### src/rtl/vga_timing_pkg.sv
// Default 640x480@60 raster timing, the mode bundle struct and the pixel bus payload.
// Pure declarations; no logic, no latency.
// No flow control lives here; consumers follow the pixel enable.
package vga_timing_pkg;

  // 640x480@60 timing, in pixels (horizontal) and lines (vertical)
  localparam int DEF_H_ACTIVE = 640;
  localparam int DEF_H_FP     = 16;
  localparam int DEF_H_SYNC   = 96;
  localparam int DEF_H_BP     = 48;
  localparam int DEF_V_ACTIVE = 480;
  localparam int DEF_V_FP     = 10;
  localparam int DEF_V_SYNC   = 2;
  localparam int DEF_V_BP     = 33;

  // Width of the position fields on the pixel bus; wide enough for modes beyond 2048.
  localparam int PXL_W = 12;

  // Timing of one video mode; alternate top-levels pass one of these around.
  typedef struct packed {
    int h_active;
    int h_fp;
    int h_sync;
    int h_bp;
    int v_active;
    int v_fp;
    int v_sync;
    int v_bp;
  } vga_mode_t;

  localparam vga_mode_t VGA_MODE_DEFAULT = '{
    h_active: DEF_H_ACTIVE, h_fp: DEF_H_FP, h_sync: DEF_H_SYNC, h_bp: DEF_H_BP,
    v_active: DEF_V_ACTIVE, v_fp: DEF_V_FP, v_sync: DEF_V_SYNC, v_bp: DEF_V_BP
  };

  // One presented pixel as it travels down the video pipeline.
  typedef struct packed {
    logic [PXL_W-1:0] pxl_x;
    logic [PXL_W-1:0] pxl_y;
    logic             hsync;
    logic             vsync;
    logic             active;
    logic [3:0]       red;
    logic [3:0]       green;
    logic [3:0]       blue;
  } vga_t;

  // Total length of one axis: active + front porch + sync + back porch.
  function automatic int axis_total(input int active, input int fp, input int sync, input int bp);
    return active + fp + sync + bp;
  endfunction

endpackage

### src/rtl/vga_timing_gen_if.sv
// Pixel bus between the timing generator, drawing objects and mixers.
// Carries one presented pixel; no latency of its own.
// No backpressure: the bus is sampled on the pixel enable.
interface vga;
  import vga_timing_pkg::*;

  vga_t t;

  modport out (output t);
  modport in  (input  t);

endinterface

### src/rtl/vga_axis_counter.sv
// Wrap counter for one raster axis with combinational terminal/active/sync decode.
// Decode is combinational from the count register; the count advances one clk after step.
// No backpressure: the count holds whenever step is low.
module vga_axis_counter #(
  parameter int TOTAL      = 800,
  parameter int SYNC_START = 656,
  parameter int SYNC_LEN   = 96,
  parameter int ACTIVE_LEN = 640
) (
  input  logic                     clk,
  input  logic                     resetN,
  input  logic                     step,
  output logic [$clog2(TOTAL)-1:0] count,
  output logic                     term,
  output logic                     active,
  output logic                     sync
);

  localparam int W = $clog2(TOTAL);

  logic [W-1:0] count_q;
  logic [W-1:0] count_d;
  int           pos;

  // Decode the current position and compute the next one (wrap at TOTAL-1).
  always_comb begin
    pos     = int'(count_q);
    term    = (pos == TOTAL - 1);
    active  = (pos < ACTIVE_LEN);
    sync    = (pos >= SYNC_START) && (pos < SYNC_START + SYNC_LEN);
    count_d = count_q;
    if (step) begin
      count_d = term ? '0 : count_q + W'(1);
    end
  end

  // Position register, cleared asynchronously.
  always_ff @(posedge clk or negedge resetN) begin
    if (!resetN) begin
      count_q <= '0;
    end else begin
      count_q <= count_d;
    end
  end

  assign count = count_q;

endmodule

### src/rtl/vga_timing_gen.sv
// Raster timing source: drives position, sync, active flag and line/frame pulses onto the pixel bus.
// Latency: a pixel is presented one clk after the en edge that sampled its position.
// No backpressure: outputs hold while en=0, pulses drop to 0. Optional frame_cnt port: VGA_TIMING_FRAME_CNT_EN.
module vga_timing_gen
  import vga_timing_pkg::*;
#(
  parameter int H_ACTIVE = DEF_H_ACTIVE,
  parameter int H_FP     = DEF_H_FP,
  parameter int H_SYNC   = DEF_H_SYNC,
  parameter int H_BP     = DEF_H_BP,
  parameter int V_ACTIVE = DEF_V_ACTIVE,
  parameter int V_FP     = DEF_V_FP,
  parameter int V_SYNC   = DEF_V_SYNC,
  parameter int V_BP     = DEF_V_BP,
  parameter bit SYNC_POL = 1'b0
) (
  input  logic        clk,
  input  logic        resetN,
  input  logic        en,
  vga.out             o,
  output logic        line_start,
  output logic        frame_start
`ifdef VGA_TIMING_FRAME_CNT_EN
  ,
  output logic [15:0] frame_cnt
`endif
);

  localparam int H_TOTAL = axis_total(H_ACTIVE, H_FP, H_SYNC, H_BP);
  localparam int V_TOTAL = axis_total(V_ACTIVE, V_FP, V_SYNC, V_BP);
  localparam int X_W     = $clog2(H_TOTAL);
  localparam int Y_W     = $clog2(V_TOTAL);

  // Reject modes whose sync or active regions are empty, or that overflow the bus fields.
  if (H_SYNC < 1 || V_SYNC < 1 || H_ACTIVE < 1 || V_ACTIVE < 1) begin : g_illegal_mode
    $error("vga_timing_gen: H_SYNC, V_SYNC, H_ACTIVE and V_ACTIVE must all be at least 1");
  end
  if (X_W > PXL_W || Y_W > PXL_W) begin : g_pxl_too_narrow
    $error("vga_timing_gen: raster totals exceed the pixel bus position width");
  end

  logic [X_W-1:0] hcnt;
  logic [Y_W-1:0] vcnt;
  logic           h_term, h_act, h_sync;
  logic           v_term, v_act, v_sync;
  logic           v_step;

  assign v_step = en & h_term;

  vga_axis_counter #(
    .TOTAL      (H_TOTAL),
    .SYNC_START (H_ACTIVE + H_FP),
    .SYNC_LEN   (H_SYNC),
    .ACTIVE_LEN (H_ACTIVE)
  ) u_hcnt (
    .clk    (clk),
    .resetN (resetN),
    .step   (en),
    .count  (hcnt),
    .term   (h_term),
    .active (h_act),
    .sync   (h_sync)
  );

  vga_axis_counter #(
    .TOTAL      (V_TOTAL),
    .SYNC_START (V_ACTIVE + V_FP),
    .SYNC_LEN   (V_SYNC),
    .ACTIVE_LEN (V_ACTIVE)
  ) u_vcnt (
    .clk    (clk),
    .resetN (resetN),
    .step   (v_step),
    .count  (vcnt),
    .term   (v_term),
    .active (v_act),
    .sync   (v_sync)
  );

  logic [X_W-1:0] pxl_x_q, pxl_x_d;
  logic [Y_W-1:0] pxl_y_q, pxl_y_d;
  logic           hsync_q, hsync_d;
  logic           vsync_q, vsync_d;
  logic           active_q, active_d;
  logic           line_start_q, line_start_d;
  logic           frame_start_q, frame_start_d;
  // Set while the next pixel to present is (0,0); it is set again by presenting the last pixel.
  logic           frame_pend_q, frame_pend_d;

  // Present the decoded position on en; otherwise hold everything except the pulses.
  always_comb begin
    pxl_x_d       = pxl_x_q;
    pxl_y_d       = pxl_y_q;
    hsync_d       = hsync_q;
    vsync_d       = vsync_q;
    active_d      = active_q;
    line_start_d  = 1'b0;
    frame_start_d = 1'b0;
    frame_pend_d  = frame_pend_q;
    if (en) begin
      pxl_x_d       = hcnt;
      pxl_y_d       = vcnt;
      hsync_d       = h_sync ? SYNC_POL : ~SYNC_POL;
      vsync_d       = v_sync ? SYNC_POL : ~SYNC_POL;
      active_d      = h_act & v_act;
      line_start_d  = (hcnt == '0);
      frame_start_d = frame_pend_q;
      frame_pend_d  = h_term & v_term;
    end
  end

  // Output registers; reset parks syncs at their inactive level.
  always_ff @(posedge clk or negedge resetN) begin
    if (!resetN) begin
      pxl_x_q       <= '0;
      pxl_y_q       <= '0;
      hsync_q       <= ~SYNC_POL;
      vsync_q       <= ~SYNC_POL;
      active_q      <= 1'b0;
      line_start_q  <= 1'b0;
      frame_start_q <= 1'b0;
      frame_pend_q  <= 1'b1;
    end else begin
      pxl_x_q       <= pxl_x_d;
      pxl_y_q       <= pxl_y_d;
      hsync_q       <= hsync_d;
      vsync_q       <= vsync_d;
      active_q      <= active_d;
      line_start_q  <= line_start_d;
      frame_start_q <= frame_start_d;
      frame_pend_q  <= frame_pend_d;
    end
  end

  assign o.t = '{
    pxl_x:  PXL_W'(pxl_x_q),
    pxl_y:  PXL_W'(pxl_y_q),
    hsync:  hsync_q,
    vsync:  vsync_q,
    active: active_q,
    red:    4'h0,
    green:  4'h0,
    blue:   4'h0
  };

  assign line_start  = line_start_q;
  assign frame_start = frame_start_q;

`ifdef VGA_TIMING_FRAME_CNT_EN
  logic [15:0] frame_cnt_q, frame_cnt_d;

  // Count frames on the same clk the frame_start pulse is registered, so frame 1 reads 1 at (0,0).
  always_comb begin
    frame_cnt_d = frame_cnt_q;
    if (frame_start_d) begin
      frame_cnt_d = frame_cnt_q + 16'd1;
    end
  end

  // Frame counter register; wraps naturally at 16 bits.
  always_ff @(posedge clk or negedge resetN) begin
    if (!resetN) begin
      frame_cnt_q <= '0;
    end else begin
      frame_cnt_q <= frame_cnt_d;
    end
  end

  assign frame_cnt = frame_cnt_q;
`endif

endmodule

### src/flat_wrapper.sv
// flat-port wrapper written by rule: the top's interface ports become plain ports
module vga_timing_gen_flat import vga_timing_pkg::*;
#(
  parameter int H_ACTIVE = DEF_H_ACTIVE,
  parameter int H_FP     = DEF_H_FP,
  parameter int H_SYNC   = DEF_H_SYNC,
  parameter int H_BP     = DEF_H_BP,
  parameter int V_ACTIVE = DEF_V_ACTIVE,
  parameter int V_FP     = DEF_V_FP,
  parameter int V_SYNC   = DEF_V_SYNC,
  parameter int V_BP     = DEF_V_BP,
  parameter bit SYNC_POL = 1'b0
)
  (clk, resetN, en, line_start, frame_start, o_t);
  vga o_i ();
  input  logic clk;
  input  logic resetN;
  input  logic en;
  output logic line_start;
  output logic frame_start;
  output wire logic [$bits(o_i.t)-1:0] o_t;
  assign o_t = o_i.t;
  vga_timing_gen #(.H_ACTIVE(H_ACTIVE), .H_FP(H_FP), .H_SYNC(H_SYNC), .H_BP(H_BP), .V_ACTIVE(V_ACTIVE), .V_FP(V_FP), .V_SYNC(V_SYNC), .V_BP(V_BP), .SYNC_POL(SYNC_POL)) u_core (.clk(clk), .resetN(resetN), .en(en), .o(o_i), .line_start(line_start), .frame_start(frame_start));
endmodule
### config.mk
export PLATFORM = sky130hd
export DESIGN_NAME = vga_timing_gen_flat
export DESIGN_NICKNAME = d
export VERILOG_FILES = /design/src/rtl/vga_timing_pkg.sv /design/src/rtl/vga_timing_gen_if.sv /design/src/rtl/vga_axis_counter.sv /design/src/rtl/vga_timing_gen.sv /design/src/flat_wrapper.sv
export SDC_FILE = /design/constraint.sdc
export NUM_CORES = 1
export LEC_CHECK = 0
export CORE_ASPECT_RATIO = 0.75
export CORE_MARGIN = 2
export CORE_UTILIZATION = 55
export DETAILED_ROUTE_END_ITERATION = 7
export PLACE_DENSITY_LB_ADDON = 0.05
export SYNTH_ARGS = -nofsm -noshare
export SYNTH_HDL_FRONTEND = slang
export SYNTH_SLANG_ARGS = --single-unit
### constraint.sdc
create_clock -name clk -period 3.5 [get_ports clk]
set_input_delay 0.7 -clock clk [delete_from_list [all_inputs] [get_ports clk]]
set_output_delay 0.7 -clock clk [all_outputs]
set_load 0.01 [all_outputs]
==> results of run 1 <==
Yosys cell counts (2+ instances only):
cell / count
nor4bb_1: 2
nand4_1: 5
and3_2: 2
xnor2_1: 8
buf_4: 19
a41oi_1: 2
mux2_2: 21
or4_1: 2
and4b_1: 2
inv_1: 6
a21oi_1: 4
buf_1: 2
xor2_1: 5
clkbuf_1: 3
dfstp_2: 3
buf_2: 4
nor3_1: 7
nand3_1: 8
ha_1: 4
nand4b_1: 2
nor2_1: 12
dfrtp_1: 43
nor4_1: 3
nand2_1: 10
o21ai_0: 4
power groups by stage:
stage          logic, uW  registers, uW  clock network, uW
2_1_floorplan        154            652                  0
3_3_place_gp         203            670                  0
3_5_place_dp         210            679                  0
4_1_cts              211            668                399
5_1_grt              230            679                423
6_report             208            668                391
registers in the layout, indices dropped and copies added, names as in the netlist:
register,flops
u_core.frame_start,1
u_core.frame_pend_q,1
u_core.line_start,1
u_core.pxl_y_q,10
u_core.vsync_q,1
u_core.u_hcnt.count,10
u_core.pxl_x_q,10
u_core.u_vcnt.count,10
u_core.hsync_q,1
u_core.active_q,1
worst paths after layout:
kind	endpoint	slack [ns]	cells past startpoint
hold / removal	u_core.hsync_q	0.50	2
max in group asynchronous	u_core.u_vcnt.count[8]	2.34	1
min in group asynchronous	u_core.u_hcnt.count[3]	0.56	1
hold reg to reg	u_core.hsync_q	0.50	2
setup / recovery	u_core.u_vcnt.count[9]	1.09	5
setup reg to reg	u_core.u_vcnt.count[9]	1.32	5
worst reg2reg max path: stages, from the launching register on:
cell	delay (ns)
dfrtp_1	0.40
ha_1	0.27
nand4_2	0.18
or4_1	0.60
or4_1	0.49
a21oi_1	0.16
area by class of cell:
class	instances	area (um2)	area share
timing repair buffer	28	273	0.108
tap	52	65.1	0.0257
multi-input combinational	131	908	0.359
inverter	6	22.5	0.00889
clock inverter	2	37.5	0.0148
sequential	46	1150	0.456
clock buffer	6	72.6	0.0286
routing by layer:
metal	wire [um]	up-vias
met5	0	-
met3	271	6
met2	1820	66
li1	-	688
met1	1900	727
met4	43	0
cells by family after synthesis:
| kind of cell | after synthesis | synth area share |
|---|---|---|
| muxes | 22 | 0.111 |
| adders and majority gates | 4 | 0.0225 |
| other | 1 | 0.00168 |
| buffers and inverters | 36 | 0.0989 |
| and+or+nand+nor | 62 | 0.157 |
| AOI/OAI and AO/OA | 14 | 0.0393 |
| xor gates and xnor gates | 13 | 0.0511 |
| DFF | 46 | 0.519 |
per-stage QoR:
stage / area, um2 / total power (uW) / instances
finish: 2530 / 1270 / 271
global route: 2530 / 1330 / 271
CTS: 2530 / 1280 / 271
detailed placement: 2420 / 889 / 263
global placement: 2420 / 873 / 263
floorplan: 2280 / 806 / 213
==> metrics.md, run 1 <==
| Metric | Value |
|---|---|
| Layout cells sized above 1 | 0.164 |
| Worst hold margin | 0.503 ns |
| Top cells by area, synth | dfrtp_1 48%, mux2_2 11%, buf_4 6.4%, dfstp_2 3.5%, xnor2_1 3.1% |
| Data required, critical path | 3.73 ns |
| Worst Path Buf+Inv | 1 |
| Area share of the largest cell type after synthesis | 0.483 |
| Inserted Clock Buffers | 5 |
| Sequential share of the synthesized area | 0.519 |
| Hold Violations, Final | 0 |
| Initial DRT Pass Iterations | 4 |
| Avg WL per Cell | 14.9 um |
| Total Neg Setup Slack | 0 ns |
| Part of the cycle the worst path needs | 0.687 |
| Synth area leader | dfrtp_1 |
| Outcome | completed |
| Worst Hold Class | flop to flop |
| Global routing usage on met3 | 0.0488 |
| Minimum clock period | 2.41 ns |
| CP cell instances | clkdlybuf4s50_1, nand4_2, or4_1, or4_1, a21oi_1 |
| FFs w/ async S/R, synth | 1.00 |
| IO Count | 44 |
| Number of global-route vias before repair | 1470 |
| CP Data Arrival Time | 2.63 ns |
| All-Layer GR Usage | 0.198 |
| Fmax | 416 MHz |
| PwrDens | 500 mW/mm2 |
| # DRC | 0 |
| DIE AREA | 0.00458 mm2 |
| Buffers from clock root to sink, at most | 2 |
| Routed Antenna Nets | 0 |
| Most frequent cells in the layout | 43 x dfrtp_1, 26 x clkdlybuf4s50_1, 21 x mux2_2 |
| Slew margin rel. | 0.338 |
| Worst-Skew Late Latency | 0.30 ns |
| Cell mode on critical path | or4_1 |
| Pint | 916 uW |
| Hold buffers post-CTS | 0 |
| Pre-CTS setup slack | just under 0.8 ns |
| Crit path launch type | input port |
| Post-synth EDFFs | 0 |
| Most used routing layer | met2 |
| Initial antenna violation count | 0 |
| Logic pwr share | 0.164 |
| Num rows | 19 |
| Max Cap Viol | 0 |
| Finish-stage setup viols | 0 |
| Slew @ Worst Pin | between 0.9 and 1 ns |
| Number of H-tree levels | 2 |
| Worst Slack Setup Final | 1.09 ns |
| Worst-path clk slew | around 0.080 ns |
| CTS root buffer | clkbuf_8 |
| Initial Util | 0.589 |
| Delay-heaviest family, CP | simple AND/OR/NAND/NOR gates |
| Setup CP Type | input port to flop |
| Peak supply drop | 0.381 mV |
| Worst Setup End Kind | flop |
| First-pass GRT wire length | 7.04 mm |
| Gr ovfl total | 0 |
| Layout Skew | 0.00632 ns |
| Via density | 5.49 |
| Met1 Track Usage GR | 0.275 |
| Drt initial violations | 66 |
| Post-CTS setup buffers | 0 |
| Most common cell after layout, fill and taps aside | dfrtp_1 |
| Slowest-stage cell, CP | or4_1 |
| #FFs+latches synth | 46 |
| M2 GR Usage | 0.317 |
| TritonCTS clock tree | yes |
| Core Region | 0.00378 mm2 |
| Layout Utilization | 0.670 |
| Layout area overhead | 13.8% |
| Syn_area_per_cell | 11.2 um2 |
| Die Y | 59.1 um |
| Worst hold start | u_core.hsync_q |
| Die width | 77.5 um |
| Psw | 351 uW |
| Clk pwr share | 0.308 |
| CP max FO | 6 |
| # fillers | roughly 300 |
| WL final | 4.04 mm |
| CP max stage delay | 0.60 ns |
| Post-cts repair resize count | 0 |
| R2R Path Start | u_core.u_hcnt.count[1] |
| Largest net degree at the start of global routing | 47 |
| Fin. max-slew vios | 0 |
| Syn Inst Count | 198 |
| RSZ-0062 raised after global routing | false |
| Prevailing post-synth register cell | dfrtp_1 |
| Post-layout net count | 225 |
| Clock sinks | 46 |
| Gpl congestion | 0.808 |
| Via Count | approximately 1500 |
| Reg power frac | 0.528 |
| Distinct cell type count after synthesis | 40 |
| Yosys Warn Count | 0 |
| Critical path startpoint | en |
| Post-detail-place hpwl | 2.71 mm |
| Sw Ratio | 0.277 |
| LEAKAGE | approximately 0.0011 uW |
| Antenna Diode Count | 0 |
| Cell area after synthesis | roughly 0.0022 mm2 |
| I/O Buffers | 27 |
Power figures use the tool's default switching activity.
==> run 2: changes to the inputs <==
Settings changed: CORE_UTILIZATION 55 to 46.
Clock period 3.5 ns to 2.2 ns, I/O delays scaled along.
==> run 2 against run 1 <==
Register-to-register slack lost 1.1 ns. Largest power group unchanged. Non-clock buffer count up 15. Critical path type unchanged. Core utilization fell by 9.4 points. Critical endpoint unchanged. Hold slack worse by 0.28 ns.
==> metrics.md, run 2 (same netlist as run 1, synthesis figures left out) <==
| Metric | Value |
|---|---|
| Psw | 546 uW |
| Peak supply drop | 0.380 mV |
| I/O Buffers | 27 |
| Worst Hold Class | input port to asynchronous set/reset pin |
| # DRC | 0 |
| Slowest-stage cell, CP | clkdlybuf4s50_1 |
| Post-route cell area | 0.00263 mm2 |
| Clock sinks | 46 |
| Hold buffers post-CTS | 0 |
| Post-detail-place hpwl | 2.88 mm |
| PwrDens | 746 mW/mm2 |
| Layout Skew | about 0.0054 ns |
| Core Region | approximately 0.0046 mm2 |
| IO Count | 44 |
| Layout Utilization | 0.576 |
| All-Layer GR Usage | 0.164 |
| Initial antenna violation count | 0 |
| Avg WL per Cell | 14.0 um |
| Worst Path Buf+Inv | 1 |
| Inserted Clock Buffers | 5 |
| Post-CTS setup buffers | 0 |
| Gpl congestion | 0.858 |
| Delay-heaviest family, CP | simple AND/OR/NAND/NOR gates |
| Final std cells w/o fill | 291 |
| CP max FO | 2 |
| Drt initial violations | slightly above 60 |
| Sw Ratio | 0.278 |
| Most frequent cells in the layout | 43 x dfrtp_1, 26 x clkdlybuf4s50_1, 21 x mux2_2 |
| Cell mode on critical path | or4_1 |
| Hold Violations, Final | 0 |
| Antenna Diode Count | 0 |
| Die width | 84.3 um |
| Via Count | 1505 |
| CP max stage delay | 0.51 ns |
| Number of global-route vias before repair | 1439 |
| Placed Cells incl. Taps | 283 |
| Minimum clock period | 2.00 ns |
| Layout area overhead | 18.3% |
| Reg power frac | 0.510 |
| Die Y | approximately 64 um |
| Logic pwr share | 0.224 |
| Buffers from clock root to sink, at most | 2 |
| Layout cells sized above 1 | 0.218 |
| Routed Antenna Nets | 0 |
| Worst-path clk slew | 0.08 ns |
| # fillers | 396 |
| Slew margin rel. | 0.616 |
| LEAKAGE | 0.00119 uW |
| Area of the multi-input gates | 908 um2 |
| Finish-stage setup viols | 0 |
| CTS root buffer | clkbuf_8 |
| Final total power | 1970 uW |
| Worst-Skew Late Latency | 0.29 ns |
| Part of the cycle the worst path needs | 0.910 |
| Worst Setup End Kind | flop |
| TritonCTS clock tree | yes |
| Slew @ Worst Pin | 0.577 ns |
| RSZ-0062 raised after global routing | false |
| Pint | 1420 uW |
| Via density | 5.17 |
| Setup CP Type | input port to flop |
| Clk pwr share | 0.265 |
| Post-cts repair resize count | 0 |
| Outcome | completed |
| Initial Util | 0.487 |
| Number of H-tree levels | 2 |
| Cell Area, Placed | between 0.002 and 0.003 mm2 |
| Fmax | 500 MHz |
| Post-layout net count | 240 |
| CP Data Arrival Time | 2.22 ns |
| Crit path launch type | input port |
| Data required, critical path | around 2.4 ns |
| First-pass GRT wire length | roughly 7.0 mm |
| Largest net degree at the start of global routing | 47 |
| Gr ovfl total | 0 |
| Num rows | 21 |
| Initial DRT Pass Iterations | 4 |
| FF+latch area | 0.00115 mm2 |
| Max Cap Viol | 0 |
| WL final | just over 4 mm |
| Most common cell after layout, fill and taps aside | dfrtp_1 |
| Fin. max-slew vios | 0 |
| CP cell instances | clkdlybuf4s50_1, nand4_2, or4_1, or4_1, a21oi_1 |
| DIE AREA | 0.00542 mm2 |
| Worst hold margin | approximately 0.22 ns |
==> run 2: area by class of cell <==
class	count	area share
flip-flops and latches	46	0.438
multi-input cells	131	0.345
repair buffers	43	0.146
clock buffers	7	0.0328
well taps	57	0.0271
inverters	6	0.00855
clock inverters	1	0.00190
==> run 2: through the flow <==
| step | setup slack [ns] | TNS (ns) |
|---|---|---|
| 2_1_floorplan | 0.137 | 0 |
| 3_3_place_gp | -0.0617 | -0.0617 |
| 3_5_place_dp | -0.105 | -0.105 |
| 4_1_cts | 0.205 | 0 |
| 5_1_grt | 0.141 | 0 |
| 6_report | 0.199 | 0 |
==> run 2: final timing paths <==
path                                             start                     end  slack (ns)  cells after the start
worst max-delay path                                en  u_core.u_vcnt.count[9]        0.20                      5
worst max register to register  u_core.u_hcnt.count[8]  u_core.u_vcnt.count[9]        0.25                      4
max in group asynchronous                       resetN       u_core.pxl_y_q[4]        1.59                      2
worst min register to register     u_core.frame_pend_q     u_core.frame_pend_q        0.49                      2
worst min-delay path                            resetN       u_core.pxl_x_q[4]        0.22                      2
min in group clk                   u_core.frame_pend_q     u_core.frame_pend_q        0.49                      2
==> run 2: routing by layer <==
metal | track usage | part of all wire
met1 | 0.242 | 0.51
met2 | 0.238 | 0.41
met3 | 0.0426 | 0.066
met4 | 0.0476 | 0.0089
met5 | 0 | 0
==> run 2: worst register-to-register path, delay by kind of cell, from the launching register on <==
| family | cells | cell delay [ns] |
|---|---|---|
| simple gates | 3 | 1.19 |
| flops | 1 | 0.53 |
| compound gates | 1 | 0.16 |
==> run 2: power groups by stage <==
stage / clock (uW) / sequential (uW) / combinational (uW)
3_5_place_dp: 0 / 1020 / 441
5_1_grt: 577 / 1020 / 483
2_1_floorplan: 0 / 1040 / 245
4_1_cts: 542 / 1000 / 443
6_report: 522 / 1000 / 441
3_3_place_gp: 0 / 1020 / 437
==> run 3: changes to the inputs <==
Settings changed: HOLD_SLACK_MARGIN set to 0.08.
==> results of run 3 <==
The final DEF is identical to that of run 2; final timing and power are the same.
